File: src/rtl/ad9280_sample_packer_if.sv
// Sample-FIFO input and AXI4-Stream output bundle for the AD9280 sample packer.
// The master modport is the packer side; the slave modport is its environment.
interface ad9280_sample_packer_if;
  logic        in_valid;
  logic [31:0] in_data;
  logic        in_ready;
  logic [31:0] m_axis_tdata;
  logic [3:0]  m_axis_tkeep;
  logic        m_axis_tvalid;
  logic        m_axis_tlast;
  logic        m_axis_tready;

  modport master (
    input  in_valid, in_data, m_axis_tready,
    output in_ready, m_axis_tdata, m_axis_tkeep, m_axis_tvalid, m_axis_tlast
  );

  modport slave (
    output in_valid, in_data, m_axis_tready,
    input  in_ready, m_axis_tdata, m_axis_tkeep, m_axis_tvalid, m_axis_tlast
  );
endinterface

File: src/rtl/ad9280_sample_packer.sv
// Packs four 8-bit AD9280 samples per 32-bit AXI4-Stream word and frames them
// with TLAST/TKEEP according to a sample count latched at frame start.
module ad9280_sample_packer #(
  parameter int unsigned ADC_DATA_WIDTH     = 8,
  parameter int unsigned SAMPLE_DEPTH_WIDTH = 16
) (
  input  logic                          sys_clk,
  input  logic                          sys_rst,
  input  logic                          enable,
  input  logic [SAMPLE_DEPTH_WIDTH-1:0] frame_samples,
  ad9280_sample_packer_if.master        bus,
  output logic                          busy,
  output logic                          frame_done,
  output logic                          frame_aborted,
  output logic [15:0]                   frame_count
);

  localparam int unsigned WORD_W = 32;
  localparam int unsigned KEEP_W = 4;
  localparam int unsigned LANE_W = 2;
  localparam int unsigned CNT_W  = 16;

  typedef enum logic [1:0] {IDLE, PACK, LAST} state_t;

  state_t                        r_state;
  state_t                        w_state_next;
  logic [SAMPLE_DEPTH_WIDTH-1:0] r_len;
  logic [SAMPLE_DEPTH_WIDTH-1:0] r_sample_idx;
  logic [LANE_W-1:0]             r_lane;
  logic [WORD_W-1:0]             r_acc;
  logic [WORD_W-1:0]             r_tdata;
  logic [KEEP_W-1:0]             r_tkeep;
  logic                          r_tvalid;
  logic                          r_tlast;
  logic                          r_frame_done;
  logic                          r_frame_aborted;
  logic [CNT_W-1:0]              r_frame_count;

  logic [ADC_DATA_WIDTH-1:0]     w_sample;
  logic                          w_unused_bits;
  logic                          w_start;
  logic                          w_in_ready;
  logic                          w_accept;
  logic                          w_last_sample;
  logic                          w_word_done;
  logic                          w_drain;
  logic                          w_tlast_hs;
  logic [WORD_W-1:0]             w_acc_ins;
  logic [KEEP_W-1:0]             w_keep;

  assign w_sample      = bus.in_data[ADC_DATA_WIDTH-1:0];
  assign w_unused_bits = ^bus.in_data[WORD_W-1:ADC_DATA_WIDTH];
  assign w_start       = enable && (frame_samples != '0);
  // Single holding register: a new word may load in the same cycle it drains.
  assign w_in_ready    = (r_state == PACK) && (!r_tvalid || bus.m_axis_tready);
  assign w_accept      = w_in_ready && bus.in_valid;
  assign w_last_sample = (r_sample_idx == r_len - SAMPLE_DEPTH_WIDTH'(1));
  assign w_word_done   = (r_lane == LANE_W'(3)) || w_last_sample;
  assign w_drain       = r_tvalid && bus.m_axis_tready;
  assign w_tlast_hs    = w_drain && r_tlast;

  // Accumulator with the incoming sample dropped into the current lane.
  always_comb begin
    w_acc_ins = r_acc;
    w_acc_ins[{r_lane, 3'b000} +: ADC_DATA_WIDTH] = w_sample;
  end

  // Byte-lane keep mask covering lanes 0..r_lane.
  always_comb begin
    w_keep = 4'b0001;
    case (r_lane)
      2'd0:    w_keep = 4'b0001;
      2'd1:    w_keep = 4'b0011;
      2'd2:    w_keep = 4'b0111;
      default: w_keep = 4'b1111;
    endcase
  end

  // State register.
  always_ff @(posedge sys_clk) begin
    if (sys_rst) r_state <= IDLE;
    else         r_state <= w_state_next;
  end

  // Next-state logic; dropping enable in PACK aborts even on the final sample.
  always_comb begin
    w_state_next = r_state;
    case (r_state)
      IDLE:    if (w_start) w_state_next = PACK;
      PACK: begin
        if (!enable)                        w_state_next = IDLE;
        else if (w_accept && w_last_sample) w_state_next = LAST;
      end
      LAST:    if (w_tlast_hs) w_state_next = IDLE;
      default: w_state_next = IDLE;
    endcase
  end

  // Packing datapath, output holding register and frame status.
  always_ff @(posedge sys_clk) begin
    if (sys_rst) begin
      r_len           <= '0;
      r_sample_idx    <= '0;
      r_lane          <= '0;
      r_acc           <= '0;
      r_tdata         <= '0;
      r_tkeep         <= '0;
      r_tvalid        <= 1'b0;
      r_tlast         <= 1'b0;
      r_frame_done    <= 1'b0;
      r_frame_aborted <= 1'b0;
      r_frame_count   <= '0;
    end else begin
      r_frame_done    <= 1'b0;
      r_frame_aborted <= 1'b0;
      if (w_drain) r_tvalid <= 1'b0;
      case (r_state)
        IDLE: begin
          r_acc        <= '0;
          r_lane       <= '0;
          r_sample_idx <= '0;
          if (w_start) r_len <= frame_samples;
        end
        PACK: begin
          if (!enable) begin
            r_acc           <= '0;
            r_lane          <= '0;
            r_sample_idx    <= '0;
            r_frame_aborted <= 1'b1;
          end else if (w_accept) begin
            r_sample_idx <= r_sample_idx + SAMPLE_DEPTH_WIDTH'(1);
            if (w_word_done) begin
              r_tdata  <= w_acc_ins;
              r_tkeep  <= w_keep;
              r_tlast  <= w_last_sample;
              r_tvalid <= 1'b1;
              r_acc    <= '0;
              r_lane   <= '0;
            end else begin
              r_acc  <= w_acc_ins;
              r_lane <= r_lane + LANE_W'(1);
            end
          end
        end
        LAST: begin
          if (w_tlast_hs) begin
            r_frame_done  <= 1'b1;
            r_frame_count <= r_frame_count + CNT_W'(1);
          end
        end
        default: ;
      endcase
    end
  end

  assign bus.in_ready      = w_in_ready;
  assign bus.m_axis_tdata  = r_tdata;
  assign bus.m_axis_tkeep  = r_tkeep;
  assign bus.m_axis_tvalid = r_tvalid;
  assign bus.m_axis_tlast  = r_tlast;
  assign busy              = (r_state != IDLE);
  assign frame_done        = r_frame_done;
  assign frame_aborted     = r_frame_aborted;
  assign frame_count       = r_frame_count;

endmodule

File: src/flat_wrapper.sv
// flat-port wrapper written by rule: the top's interface ports become plain ports
module ad9280_sample_packer_flat 
#(
  parameter int unsigned ADC_DATA_WIDTH     = 8,
  parameter int unsigned SAMPLE_DEPTH_WIDTH = 16
)
  (sys_clk, sys_rst, enable, frame_samples, busy, frame_done, frame_aborted, frame_count, bus_in_valid, bus_in_data, bus_m_axis_tready, bus_in_ready, bus_m_axis_tdata, bus_m_axis_tkeep, bus_m_axis_tvalid, bus_m_axis_tlast);
  ad9280_sample_packer_if bus_i ();
  input  logic sys_clk;
  input  logic sys_rst;
  input  logic enable;
  input  logic [SAMPLE_DEPTH_WIDTH-1:0] frame_samples;
  output logic busy;
  output logic frame_done;
  output logic frame_aborted;
  output logic [15:0] frame_count;
  input wire logic [$bits(bus_i.in_valid)-1:0] bus_in_valid;
  input wire logic [$bits(bus_i.in_data)-1:0] bus_in_data;
  input wire logic [$bits(bus_i.m_axis_tready)-1:0] bus_m_axis_tready;
  output wire logic [$bits(bus_i.in_ready)-1:0] bus_in_ready;
  output wire logic [$bits(bus_i.m_axis_tdata)-1:0] bus_m_axis_tdata;
  output wire logic [$bits(bus_i.m_axis_tkeep)-1:0] bus_m_axis_tkeep;
  output wire logic [$bits(bus_i.m_axis_tvalid)-1:0] bus_m_axis_tvalid;
  output wire logic [$bits(bus_i.m_axis_tlast)-1:0] bus_m_axis_tlast;
  assign bus_i.in_valid = bus_in_valid;
  assign bus_i.in_data = bus_in_data;
  assign bus_i.m_axis_tready = bus_m_axis_tready;
  assign bus_in_ready = bus_i.in_ready;
  assign bus_m_axis_tdata = bus_i.m_axis_tdata;
  assign bus_m_axis_tkeep = bus_i.m_axis_tkeep;
  assign bus_m_axis_tvalid = bus_i.m_axis_tvalid;
  assign bus_m_axis_tlast = bus_i.m_axis_tlast;
  ad9280_sample_packer #(.ADC_DATA_WIDTH(ADC_DATA_WIDTH), .SAMPLE_DEPTH_WIDTH(SAMPLE_DEPTH_WIDTH)) u_core (.sys_clk(sys_clk), .sys_rst(sys_rst), .enable(enable), .frame_samples(frame_samples), .bus(bus_i), .busy(busy), .frame_done(frame_done), .frame_aborted(frame_aborted), .frame_count(frame_count));
endmodule
File: config.mk
export PLATFORM = sky130hd
export DESIGN_NAME = ad9280_sample_packer_flat
export DESIGN_NICKNAME = d
export VERILOG_FILES = /design/src/rtl/ad9280_sample_packer_if.sv /design/src/rtl/ad9280_sample_packer.sv /design/src/flat_wrapper.sv
export SDC_FILE = /design/constraint.sdc
export NUM_CORES = 1
export LEC_CHECK = 0
export ABC_AREA = 1
export BUFFER_PORTS_ARGS = -buffer_cell sky130_fd_sc_hd__buf_4
export CAP_MARGIN = 20
export CELL_PAD_IN_SITES_DETAIL_PLACEMENT = 0
export CELL_PAD_IN_SITES_GLOBAL_PLACEMENT = 2
export CORE_MARGIN = 1
export CORE_UTILIZATION = 34
export CTS_CLUSTER_SIZE = 20
export DETAILED_ROUTE_END_ITERATION = 8
export PLACE_DENSITY_LB_ADDON = 0.08
export SETUP_SLACK_MARGIN = 0.15
export SYNTH_ARGS = -nofsm -noshare
export SYNTH_HDL_FRONTEND = slang
export SYNTH_SLANG_ARGS = --single-unit
File: constraint.sdc
create_clock -name sys_clk -period 3.6 [get_ports sys_clk]
set_clock_uncertainty 0.1 [all_clocks]
set_input_delay 0.18 -clock sys_clk [delete_from_list [all_inputs] [get_ports sys_clk]]
set_output_delay 0.18 -clock sys_clk [all_outputs]
set_load 0.005 [all_outputs]
==> summary.md, run 1 <==
| Metric | Value |
|---|---|
| Synth cell count leaders | nand2_1, nor2_1, dfxtp_1 |
| Yosys top cell area share | 0.373 |
| Commonest register cell after synthesis | dfxtp_1 |
| Min cycle time layout | 2.94 ns |
| RSZ-0062 raised after global routing | no |
| Final core utilization | 0.434 |
| Clock Latency Late Sink | 0.43 ns |
| Initial antenna violation count | 0 |
| Setup crit end kind | flip-flop |
| TritonRoute pass-1 iters | 5 |
| Critical R2R Capture | u_core.r_acc[17]$_SDFFE_PP0P_ |
| Max_slew headroom | 0.452 |
| Final period util | 0.816 |
| Post-synth top area cell | dfxtp_1 |
| Max cap viols | 0 |
| Leak | 3.35 nW |
| IO Pins | 111 |
| Hold path cells | 5 |
| Largest net degree at the start of global routing | 73 |
| VDD IR max | 0.319 mV |
| H-tree Lvls | 4 |
| WP data arrival | 3.12 ns |
| Dpl cell area | 7440 µm² |
| Total CTS buffers | 17 |
| Worst Hold Path EP | u_core.bus.m_axis_tdata[17]$_SDFFE_PP0P_ |
| Fin cells | 1311 |
| Logic pwr share | 0.114 |
| Area grow syn2layout | 23.5% |
| DR vias | 6325 |
| Critical path peak fanout | 72 |
| Fin nets | 1102 |
| Largest cells by area after synthesis | dfxtp_1, nand2_1, nor2_1 |
| Syn_nets | 1017 |
| Die X | 142 µm |
| Placed cells | 1262 |
| First-pass GRT wire length | 31600 µm |
| GP Congestion | 0.788 |
| Setup TNS | 0 ns |
| GRT Total Usage | 0.203 |
| EDFF count, synth | 0 |
| Worst slack, placed | 0.702 ns |
| Post-route cell area | 8220 µm² |
| Row count | 50 |
| Die area | 20100 µm² |
| Core box area | 19000 µm² |
| DP HPWL | 13500 µm |
| Sw Share | 0.268 |
| Die Y | 142 µm |
| Starting density of the core | 0.351 |
| Fmax | 0.341 GHz |
| Vias in the first global route | 5923 |
| Synth Warn # | 0 |
| Crit Path Category | reg -> reg |
| Clk pwr share | 0.494 |
| Clk buf depth | 2 |
| Grt ovf | 0 |
| Internal power | 2.64 mW |
| Startpoint types | flip-flop |
| Cells after synthesis | 954 |
| Via density per instance | 4.82 |
| Hold Path Origin | bus_in_data[1] |
| Synthesized area | 6660 µm² |
| Final WL | 19800 µm |
| Count leader, synth | nand2_1 |
| Routed Antenna Nets | 0 |
| TritonCTS clock tree | built |
| R2R depth | 13 |
| Layout cell share with drive strength beyond 1 | 0.177 |
| Average size of a mapped cell | 6.98 µm² |
| Status | finished clean |
| Port Buffers | 86 |
| Setup-failing EPs final | 0 |
| Asr flop ratio synth | 0 |
| Synth Register Bits | 124 |
| Slew @ Worst Pin | 0.821 ns |
| R2R Setup Slk | 0.66 ns |
| Hold Vio Cnt, Final | 0 |
| Antenna Diode Count | 0 |
| Flop pwr share | 0.392 |
| Req. time, crit path | 3.78 ns |
| Initial DRC Count | 318 |
| CTS root buf | clkbuf_16 |
| Routed len/inst | 15.1 µm |
| PwrDens | 439 nW/µm² |
| CTS sink count | 124 |
| Clk slew on worst S/H paths | 0.06 ns |
| Setup ws final | 0.663 ns |
| Net Sw Power | 0.969 mW |
| Post-synth cell types | 43 |
| Seq/Total Area, Yosys | 0.373 |
| DRC viols | 0 |
| Hold Path Class | in -> reg |
| Pins over their slew limit | 0 |
| R2r startpoint | u_core.r_len[0]$_SDFFE_PP0P_ |
## final cells by class
class                           instances  area [µm²]
Sequential cell                       124        2480
Multi-Input combinational cell        681        3540
Timing Repair Buffer                  111         878
Inverter                              104         395
Fill cell                            2039       10700
Clock inverter                         13         166
Tap cell                              260         325
Clock buffer                           18         439
## worst max-delay path by stage
stage / endpoint / slack (ns) / start
4_1_cts: u_core.r_acc[17]$_SDFFE_PP0P_ / 0.69 / u_core.r_len[0]$_SDFFE_PP0P_
2_1_floorplan: u_core.r_acc[21]$_SDFFE_PP0P_ / 1.34 / u_core.r_lane[0]$_SDFFE_PP0P_
6_report: u_core.r_acc[17]$_SDFFE_PP0P_ / 0.66 / u_core.r_len[0]$_SDFFE_PP0P_
3_5_place_dp: u_core.r_acc[17]$_SDFFE_PP0P_ / 0.70 / u_core.r_len[0]$_SDFFE_PP0P_
3_3_place_gp: u_core.r_acc[17]$_SDFFE_PP0P_ / 0.72 / u_core.r_len[0]$_SDFFE_PP0P_
5_1_grt: u_core.r_acc[17]$_SDFFE_PP0P_ / 0.43 / u_core.r_len[0]$_SDFFE_PP0P_
## routing by layer
metal / GRT usage / vias up / wire length, µm
met4: 0.0606 / 0 / 295
met5: 0 / - / 0
met1: 0.298 / 2873 / 10300
li1: - / 3289 / -
met2: 0.296 / 139 / 8250
met3: 0.0421 / 24 / 945
## state kept, by name, indices dropped and copies added (netlist names)
register                  count
u_core.bus.m_axis_tdata      32
u_core.r_acc                 32
u_core.frame_count           16
u_core.r_len                 16
u_core.r_sample_idx          16
u_core.bus.m_axis_tkeep       4
u_core.r_lane                 2
u_core.r_state                2
u_core.bus.m_axis_tlast       1
u_core.bus.m_axis_tvalid      1
u_core.frame_aborted          1
u_core.frame_done             1
## stage by stage
step,power [mW],hold WS [ns]
global placement,1.84,0.305
detailed placement,1.84,0.313
CTS,3.65,0.105
floorplan,1.72,0.159
finish,3.61,0.123
global route,3.76,0.131
## cell usage in the layout, fill, tap and decap left out, types with 5 or more instances in the layout
| master | Yosys | routed |
|---|---|---|
| a21oi_1 | 86 | 86 |
| clkbuf_16 | 0 | 17 |
| o21ai_0 | 39 | 39 |
| nor2_1 | 125 | 124 |
| o22ai_1 | 8 | 8 |
| xor2_1 | 13 | 13 |
| a32oi_1 | 7 | 7 |
| nand4_1 | 19 | 19 |
| nand2_2 | 16 | 16 |
| nor2_4 | 4 | 5 |
| dfxtp_1 | 124 | 124 |
| nand2_1 | 194 | 194 |
| nand3_1 | 59 | 59 |
| nor2_2 | 7 | 7 |
| nor3_1 | 16 | 16 |
| a21oi_2 | 20 | 20 |
| buf_4 | 0 | 93 |
| inv_1 | 96 | 96 |
| xnor2_1 | 10 | 10 |
| nand3b_1 | 11 | 11 |
| dlygate4sd3_1 | 0 | 18 |
| a22oi_1 | 17 | 17 |
| ha_1 | 10 | 10 |
## critical path: stages, from the launching register on
cell and delay (ns):
dfxtp_1 0.34, inv_2 0.12, ha_1 0.24, nand2_2 0.14
nor2_1 0.22, nand2_1 0.07, nand2_1 0.11, nand4_1 0.12
nor2_2 0.23, nand3_4 0.25, nand2_8 0.40, inv_6 0.20
nand2_1 0.13, a21oi_2 0.05
## cells by family after synthesis
group	after synthesis	share of synthesized area
buf+inv	149	0.0971
compound gates	184	0.163
fa+ha+maj	10	0.0188
xor+xnor	24	0.0327
flops	124	0.373
simple gates	463	0.315
## power by group through the flow
| stage | combinational (mW) | sequential [mW] | clock (mW) |
|---|---|---|---|
| after CTS | 0.414 | 1.41 | 1.82 |
| after global placement | 0.399 | 1.44 | 0 |
| final | 0.413 | 1.41 | 1.78 |
| after floorplan | 0.286 | 1.44 | 0 |
| after global routing | 0.463 | 1.42 | 1.87 |
| after detailed placement | 0.397 | 1.44 | 0 |
## what timing repair did
item,4_1_cts,5_1_grt
endpoints found under the setup margin,0,0
hold endpoints to repair,19,0
buffers inserted,0,0
gates resized for setup,0,0
hold buffers,18,0
No activity file was read; power rests on OpenSTA's default activity.
==> inputs of run 2 (changes only) <==
--- a/config.mk
+++ b/config.mk
@@ -11,7 +11,7 @@
 export CELL_PAD_IN_SITES_DETAIL_PLACEMENT = 0
 export CELL_PAD_IN_SITES_GLOBAL_PLACEMENT = 2
 export CORE_MARGIN = 1
-export CORE_UTILIZATION = 34
+export CORE_UTILIZATION = 31
 export CTS_CLUSTER_SIZE = 20
 export DETAILED_ROUTE_END_ITERATION = 8
 export PLACE_DENSITY_LB_ADDON = 0.08
==> constraint.sdc (replaced) <==
create_clock -name sys_clk -period 3 [get_ports sys_clk]
set_clock_uncertainty 0.1 [all_clocks]
set_input_delay 0.15 -clock sys_clk [delete_from_list [all_inputs] [get_ports sys_clk]]
set_output_delay 0.15 -clock sys_clk [all_outputs]
set_load 0.005 [all_outputs]
==> run 2 against run 1 <==
Compared with the run above:
- total power grew 19%
- critical endpoint is now u_core.bus.m_axis_tdata[26]$_SDFFE_PP0P_
- worst hold slack worse by 0.058 ns
- largest cell class unchanged
- routed wire length up 3.6%
- first-iteration DRC count increased by 2.5%
- largest power group unchanged
==> summary.md, run 2 (same netlist as run 1, synthesis figures left out) <==
| Metric | Value |
|---|---|
| GP Congestion | 0.756 (was 0.788) |
| DP HPWL | 14200 µm (was 13500 µm) |
| Placed cells | 1285 (was 1262) |
| Delay-heaviest family, CP | simple AND/OR/NAND/NOR gates (unchanged) |
| Leak | 3.39 nW (was 3.35 nW) |
| Cells along the critical path | inv_2 -> ha_1 -> nand2_2 -> nor2_2 -> nand2_1 -> nand2_1 -> nand4_1 -> nor2_2 -> nand3_4 -> nand2_8 -> buf_12 -> nand3_1 -> nand2_1 -> nor2_1 (was inv_2 -> ha_1 -> nand2_2 -> nor2_1 -> nand2_1 -> nand2_1 -> nand4_1 -> nor2_2 -> nand3_4 -> nand2_8 -> inv_6 -> nand2_1 -> a21oi_2) |
| R2R depth | 14 (was 13) |
| PwrDens | 518 nW/µm² (was 439 nW/µm²) |
| Power, Total | 4.30 mW (was 3.61 mW) |
| Row count | 53 (was 50) |
| Core box area | 21000 µm² (was 19000 µm²) |
| Clk slew on worst S/H paths | 0.06 ns (about the same) |
| Die X | 149 µm (was 142 µm) |
| TritonRoute pass-1 iters | 6 (was 5) |
| IO Pins | 111 (unchanged) |
| FILL cells | 2269 (was 2039) |
| Max Used Layer | met4 (unchanged) |
| Setup crit end kind | flip-flop (unchanged) |
| RSZ-0062 raised after global routing | no (unchanged) |
| CTS sink count | 124 (unchanged) |
| Commonest non-fill, non-tap cell in the layout | nand2_1 (unchanged) |
| Total CTS buffers | 17 (unchanged) |
| Most frequent cell on the critical path | nand2_1 (unchanged) |
| Routed len/inst | 15.4 µm (was 15.1 µm) |
| Slowest stage delay, CP | 0.32 ns (was 0.40 ns) |
| Post-CTS setup buffers | 0 (unchanged) |
| TritonCTS clock tree | built (unchanged) |
| Starting density of the core | 0.317 (was 0.351) |
| Via density per instance | 4.76 (was 4.82) |
| CTS root buf | clkbuf_16 (unchanged) |
| VDD IR max | 0.365 mV (was 0.319 mV) |
| Setup-failing EPs final | 0 (unchanged) |
| Buffers & Inverters on Critical Path | 2 (unchanged) |
| Critical path peak fanout | 42 (was 72) |
| Routed Antenna Nets | 0 (unchanged) |
| Max cap viols | 0 (unchanged) |
| Hold Path Class | in -> reg (unchanged) |
| Port Buffers | 86 (unchanged) |
| Grt ovf | 0 (unchanged) |
| Min cycle time layout | 2.57 ns (was 2.94 ns) |
| Initial antenna violation count | 0 (unchanged) |
| Setup TNS | 0 ns (unchanged) |
| Hold Vio Cnt, Final | 0 (unchanged) |
| Die area | 22100 µm² (was 20100 µm²) |
| Startpoint types | flip-flop (unchanged) |
| GRT Total Usage | 0.194 (was 0.203) |
| Fin cells | 1334 (was 1311) |
| Setup ws final | 0.434 ns (was 0.663 ns) |
| Vias in the first global route | 6256 (was 5923) |
| Clk buf depth | 2 (unchanged) |
| R2R Setup Slk | 0.43 ns (was 0.66 ns) |
| Largest net degree at the start of global routing | 64 (was 73) |
| Instance count on the critical path | 14 (was 13) |
| Die Y | 149 µm (was 142 µm) |
| Layout cell share with drive strength beyond 1 | 0.182 (was 0.177) |
| DRC viols | 0 (unchanged) |
| Req. time, crit path | 3.21 ns (was 3.78 ns) |
| WL met1 | 10500 µm (was 10300 µm) |
| R2r startpoint | u_core.r_len[0]$_SDFFE_PP0P_ (unchanged) |
| Slowest stage cell on the critical path | dfxtp_1 (was nand2_8) |
| Fin nets | 1110 (was 1102) |
| Final WL | 20500 µm (was 19800 µm) |
| Slew @ Worst Pin | 0.763 ns (was 0.821 ns) |
| Crit Path Category | reg -> reg (unchanged) |
| H-tree Lvls | 4 (unchanged) |
| First-pass GRT wire length | 33400 µm (was 31600 µm) |
| Final period util | 0.855 (was 0.816) |
| Met3 routed WL | 745 µm (was 945 µm) |
| Most frequent cells in the layout | nand2_1, dfxtp_1, nor2_1 (was nand2_1, nor2_1, dfxtp_1) |
| Area grow syn2layout | 24.7% (was 23.5%) |
| Met2 Wirelength | 9050 µm (was 8250 µm) |
| WP data arrival | 2.78 ns (was 3.12 ns) |
| Initial DRC Count | 326 (was 318) |
| Antenna Diode Count | 0 (unchanged) |
| Status | finished clean (unchanged) |
| Final core utilization | 0.395 (was 0.434) |
| Max_slew headroom | 0.491 (was 0.452) |
| Crit path from | u_core.r_len[0]$_SDFFE_PP0P_ (unchanged) |
| Clock Latency Late Sink | 0.42 ns (was 0.43 ns) |
| DR vias | 6344 (was 6325) |
| Fmax | 0.390 GHz (was 0.341 GHz) |
| Pins over their slew limit | 0 (unchanged) |
| Critical path endpoint | u_core.bus.m_axis_tdata[26]$_SDFFE_PP0P_ (was u_core.r_acc[17]$_SDFFE_PP0P_) |
| Critical R2R Capture | u_core.bus.m_axis_tdata[26]$_SDFFE_PP0P_ (was u_core.r_acc[17]$_SDFFE_PP0P_) |
| Worst slack, placed | 0.377 ns (was 0.702 ns) |
==> run 2: through the flow <==
step | hold slack [ns] | instance area [µm²]
2_1_floorplan | 0.129 | 6660
3_3_place_gp | 0.281 | 7530
3_5_place_dp | 0.283 | 7530
4_1_cts | 0.0541 | 8300
5_1_grt | 0.0921 | 8300
6_report | 0.0648 | 8300
==> run 2: final cells by class <==
class / instances / area, µm² / share of cell area
multi-input cells: 681 / 3540 / 0.426
flip-flops and latches: 124 / 2480 / 0.299
repair buffers: 119 / 951 / 0.115
clock buffers: 20 / 447 / 0.0538
inverters: 104 / 395 / 0.0476
well taps: 275 / 344 / 0.0414
clock inverters: 11 / 143 / 0.0172
==> run 2: power breakdown <==
| part | internal (mW) | total, mW | switching (mW) | leakage (nW) |
|---|---|---|---|---|
| clock network | 1.32 | 2.10 | 0.779 | 0.286 |
| logic | 0.173 | 0.502 | 0.328 | 2.10 |
| registers | 1.67 | 1.70 | 0.0276 | 1.00 |
==> run 2: how the worst min path moves through the flow <==
stage                    from                                        to  slack (ns)  depth (start not counted)
2_1_floorplan          enable           u_core.frame_aborted$_SDFF_PP0_        0.13                          1
3_3_place_gp           enable           u_core.frame_aborted$_SDFF_PP0_        0.28                          2
3_5_place_dp           enable           u_core.frame_aborted$_SDFF_PP0_        0.28                          2
4_1_cts        bus_in_data[4]  u_core.bus.m_axis_tdata[20]$_SDFFE_PP0P_        0.05                          5
5_1_grt        bus_in_data[3]  u_core.bus.m_axis_tdata[19]$_SDFFE_PP0P_        0.09                          5
6_report       bus_in_data[2]  u_core.bus.m_axis_tdata[18]$_SDFFE_PP0P_        0.06                          5
==> run 2: tightest hold or removal path: stages <==
cell,delay [ns]
buf_4,0.09
a32oi_1,0.11
nand3_1,0.08
nand2_1,0.05
nor2_1,0.07
==> run 2: repair_timing <==
item                                    CTS  global route
hold buffers                             18             0
hold endpoints to repair                 19             0
resized for setup                         0             1
endpoints found under the setup margin    0            23
==> run 2: routing by layer <==
layer  vias up  GRT usage
li1       3307          -
met1      2941      0.277
met4         0     0.0495
met3        11     0.0411
met2        85      0.295
met5         -          0
==> inputs of run 3 (changes only) <==
--- a/config.mk
+++ b/config.mk
@@ -14,7 +14,7 @@
 export CORE_UTILIZATION = 31
 export CTS_CLUSTER_SIZE = 20
 export DETAILED_ROUTE_END_ITERATION = 8
-export PLACE_DENSITY_LB_ADDON = 0.08
+export PLACE_DENSITY = 0.76
 export SETUP_SLACK_MARGIN = 0.15
 export SYNTH_ARGS = -nofsm -noshare
 export SYNTH_HDL_FRONTEND = slang
==> run 3 against run 2 <==
Compared with the run above:
- global-route usage shrank 0.96 points
- critical path depth stayed put
- non-clock buffer count up 1
- critical path type unchanged
- sequential cell count stayed put
- via count is 1.3% lower
==> summary.md, run 3 (same netlist as run 1, synthesis figures left out) <==
| Metric | Value |
|---|---|
| Post-route cell area | 8360 µm² (was 8300 µm²) |
| Clk slew on worst S/H paths | 0.06 ns (about the same) |
| TritonCTS clock tree | built (unchanged) |
| Total CTS buffers | 17 (unchanged) |
| TritonRoute pass-1 iters | 4 (was 6) |
| Fin nets | 1111 (was 1110) |
| CTS sink count | 124 (unchanged) |
| Starting density of the core | 0.317 (unchanged) |
| Row count | 53 (unchanged) |
| Routed len/inst | 14.6 µm (was 15.4 µm) |
| RSZ-0062 raised after global routing | no (unchanged) |
| Critical R2R Capture | u_core.bus.m_axis_tdata[28]$_SDFFE_PP0P_ (was u_core.bus.m_axis_tdata[26]$_SDFFE_PP0P_) |
| Die area | 22100 µm² (unchanged) |
| IO Pins | 111 (unchanged) |
| Slew @ Worst Pin | 0.728 ns (was 0.763 ns) |
| Slowest stage delay, CP | 0.39 ns (was 0.32 ns) |
| Largest net degree at the start of global routing | 77 (was 64) |
| WP data arrival | 2.78 ns (about the same) |
| GP Congestion | 0.812 (was 0.756) |
| GRT met3 Usage | 0.0310 (was 0.0411) |
| Worst Hold Path EP | u_core.bus.m_axis_tdata[16]$_SDFFE_PP0P_ (was u_core.bus.m_axis_tdata[18]$_SDFFE_PP0P_) |
| Hold Path Class | in -> reg (unchanged) |
| Fmax | 0.395 GHz (was 0.390 GHz) |
| Setup TNS | 0 ns (unchanged) |
| Port Buffers | 86 (unchanged) |
| Final period util | 0.844 (was 0.855) |
| R2R depth | 14 (unchanged) |
| Min cycle time layout | 2.53 ns (was 2.57 ns) |
| PwrDens | 525 nW/µm² (was 518 nW/µm²) |
| Crit Path Category | reg -> reg (unchanged) |
| Cells along the critical path | inv_2 -> ha_1 -> inv_1 -> nand2_1 -> nand2_1 -> xor2_1 -> nand3_1 -> nor2_2 -> nand3_4 -> nand2_8 -> buf_12 -> buf_4 -> a21oi_1 -> nor2_1 (was inv_2 -> ha_1 -> nand2_2 -> nor2_2 -> nand2_1 -> nand2_1 -> nand4_1 -> nor2_2 -> nand3_4 -> nand2_8 -> buf_12 -> nand3_1 -> nand2_1 -> nor2_1) |
| Met2 usage | 0.311 (was 0.295) |
| Routed Antenna Nets | 0 (unchanged) |
| GRT Total Usage | 0.185 (was 0.194) |
| Area grow syn2layout | 25.5% (was 24.7%) |
| Startpoint types | flip-flop (unchanged) |
| Initial DRC Count | 301 (was 326) |
| Die X | 149 µm (unchanged) |
| Vias in the first global route | 6164 (was 6256) |
| Pins over their slew limit | 0 (unchanged) |
| Setup-failing EPs final | 0 (unchanged) |
| Req. time, crit path | 3.25 ns (was 3.21 ns) |
| Status | finished clean (unchanged) |
| Initial antenna violation count | 0 (unchanged) |
| Final WL | 19500 µm (was 20500 µm) |
| Most frequent cell on the critical path | nand2_1 (unchanged) |
| Leak | 3.41 nW (was 3.39 nW) |
| Via density per instance | 4.69 (was 4.76) |
| Clock Latency Late Sink | 0.42 ns (about the same) |
| Max_slew headroom | 0.515 (was 0.491) |
| CTS root buf | clkbuf_16 (unchanged) |
| H-tree Lvls | 4 (unchanged) |
| DP HPWL | 13700 µm (was 14200 µm) |
| R2r startpoint | u_core.r_len[0]$_SDFFE_PP0P_ (unchanged) |
| Layout cell share with drive strength beyond 1 | 0.186 (was 0.182) |
| Critical path peak fanout | 34 (was 42) |
| VDD IR max | 0.367 mV (was 0.365 mV) |
| Setup crit end kind | flip-flop (unchanged) |
| First-pass GRT wire length | 31800 µm (was 33400 µm) |
| Die Y | 149 µm (unchanged) |
| Core box area | 21000 µm² (unchanged) |
| Clk buf depth | 2 (unchanged) |
| Antenna Diode Count | 0 (unchanged) |
| DR vias | 6261 (was 6344) |
| Most frequent cells in the layout | nand2_1, dfxtp_1, nor2_1 (unchanged) |
| R2R Setup Slk | 0.47 ns (was 0.43 ns) |
| Hold Path Origin | bus_in_data[0] (was bus_in_data[2]) |
| Grt peak-use layer | met2 (unchanged) |
| Slowest stage cell on the critical path | dfxtp_1 (unchanged) |
| Hold Vio Cnt, Final | 0 (unchanged) |
| Hold path cells | 5 (unchanged) |
| Max cap viols | 0 (unchanged) |
| GRT met1 Usage | 0.240 (was 0.277) |
| DRC viols | 0 (unchanged) |
| Post-CTS setup buffers | 0 (unchanged) |
| FILL cells | 2230 (was 2269) |
| Commonest non-fill, non-tap cell in the layout | nand2_1 (unchanged) |
| Dpl cell area | 7550 µm² (was 7530 µm²) |
| Grt ovf | 0 (unchanged) |
[run 3: area by class of cell]
class | instances | area (µm²) | area share
clock buffers | 20 | 467 | 0.0558
repair buffers | 120 | 971 | 0.116
clock inverters | 12 | 160 | 0.0192
multi-input cells | 681 | 3540 | 0.423
flip-flops and latches | 124 | 2480 | 0.297
well taps | 275 | 344 | 0.0412
inverters | 104 | 395 | 0.0473
[run 3: per-stage QoR]
stage / setup slack [ns] / util / instances / hold WS, ns / total power, mW
global placement: 0.456 / 0.359 / 1286 / 0.262 / 2.21
global route: 0.153 / 0.398 / 1336 / 0.110 / 4.59
floorplan: 0.738 / - / 954 / 0.129 / 2.07
detailed placement: 0.410 / 0.359 / 1286 / 0.259 / 2.21
CTS: 0.391 / 0.398 / 1336 / 0.0478 / 4.45
finish: 0.469 / 0.398 / 1336 / 0.0637 / 4.38
[run 3: critical path: cells and delay by family, from the launching register on]
kind | cells | cell delay, ns
and+or+nand+nor | 7 | 0.88
buffers and inverters | 4 | 0.54
DFF | 1 | 0.39
adders and majority gates | 1 | 0.26
xor gates and xnor gates | 1 | 0.22
AOI/OAI and AO/OA | 1 | 0.07
[run 3: per-layer routing]
layer | vias to the layer above | share of wire
met5 | - | 0
met4 | 0 | 0.0099
met3 | 13 | 0.023
met2 | 67 | 0.49
met1 | 2863 | 0.48
li1 | 3318 | -
[run 3: timing repair]
item	CTS	global route
hold buffers	18	0
endpoints found under the hold margin	19	0
gates resized for setup	0	1
endpoints found under the setup margin	0	7
[run 3: worst max-delay path by stage]
stage | startpoint | cells after the start | slack [ns] | endpoint
floorplan | u_core.r_lane[0]$_SDFFE_PP0P_ | 9 | 0.74 | u_core.r_acc[21]$_SDFFE_PP0P_
global placement | u_core.r_len[0]$_SDFFE_PP0P_ | 14 | 0.46 | u_core.bus.m_axis_tdata[26]$_SDFFE_PP0P_
detailed placement | u_core.r_len[0]$_SDFFE_PP0P_ | 14 | 0.41 | u_core.bus.m_axis_tdata[28]$_SDFFE_PP0P_
CTS | u_core.r_len[0]$_SDFFE_PP0P_ | 14 | 0.39 | u_core.bus.m_axis_tdata[28]$_SDFFE_PP0P_
global route | u_core.r_len[0]$_SDFFE_PP0P_ | 14 | 0.15 | u_core.bus.m_axis_tdata[28]$_SDFFE_PP0P_
finish | u_core.r_len[0]$_SDFFE_PP0P_ | 14 | 0.47 | u_core.bus.m_axis_tdata[28]$_SDFFE_PP0P_
[run 3: power by group]
part	leakage [nW]	internal, mW	switching (mW)	total [mW]
Combinational	2.11	0.175	0.320	0.494
Clock	0.295	1.38	0.814	2.19
Sequential	1.00	1.67	0.0282	1.70
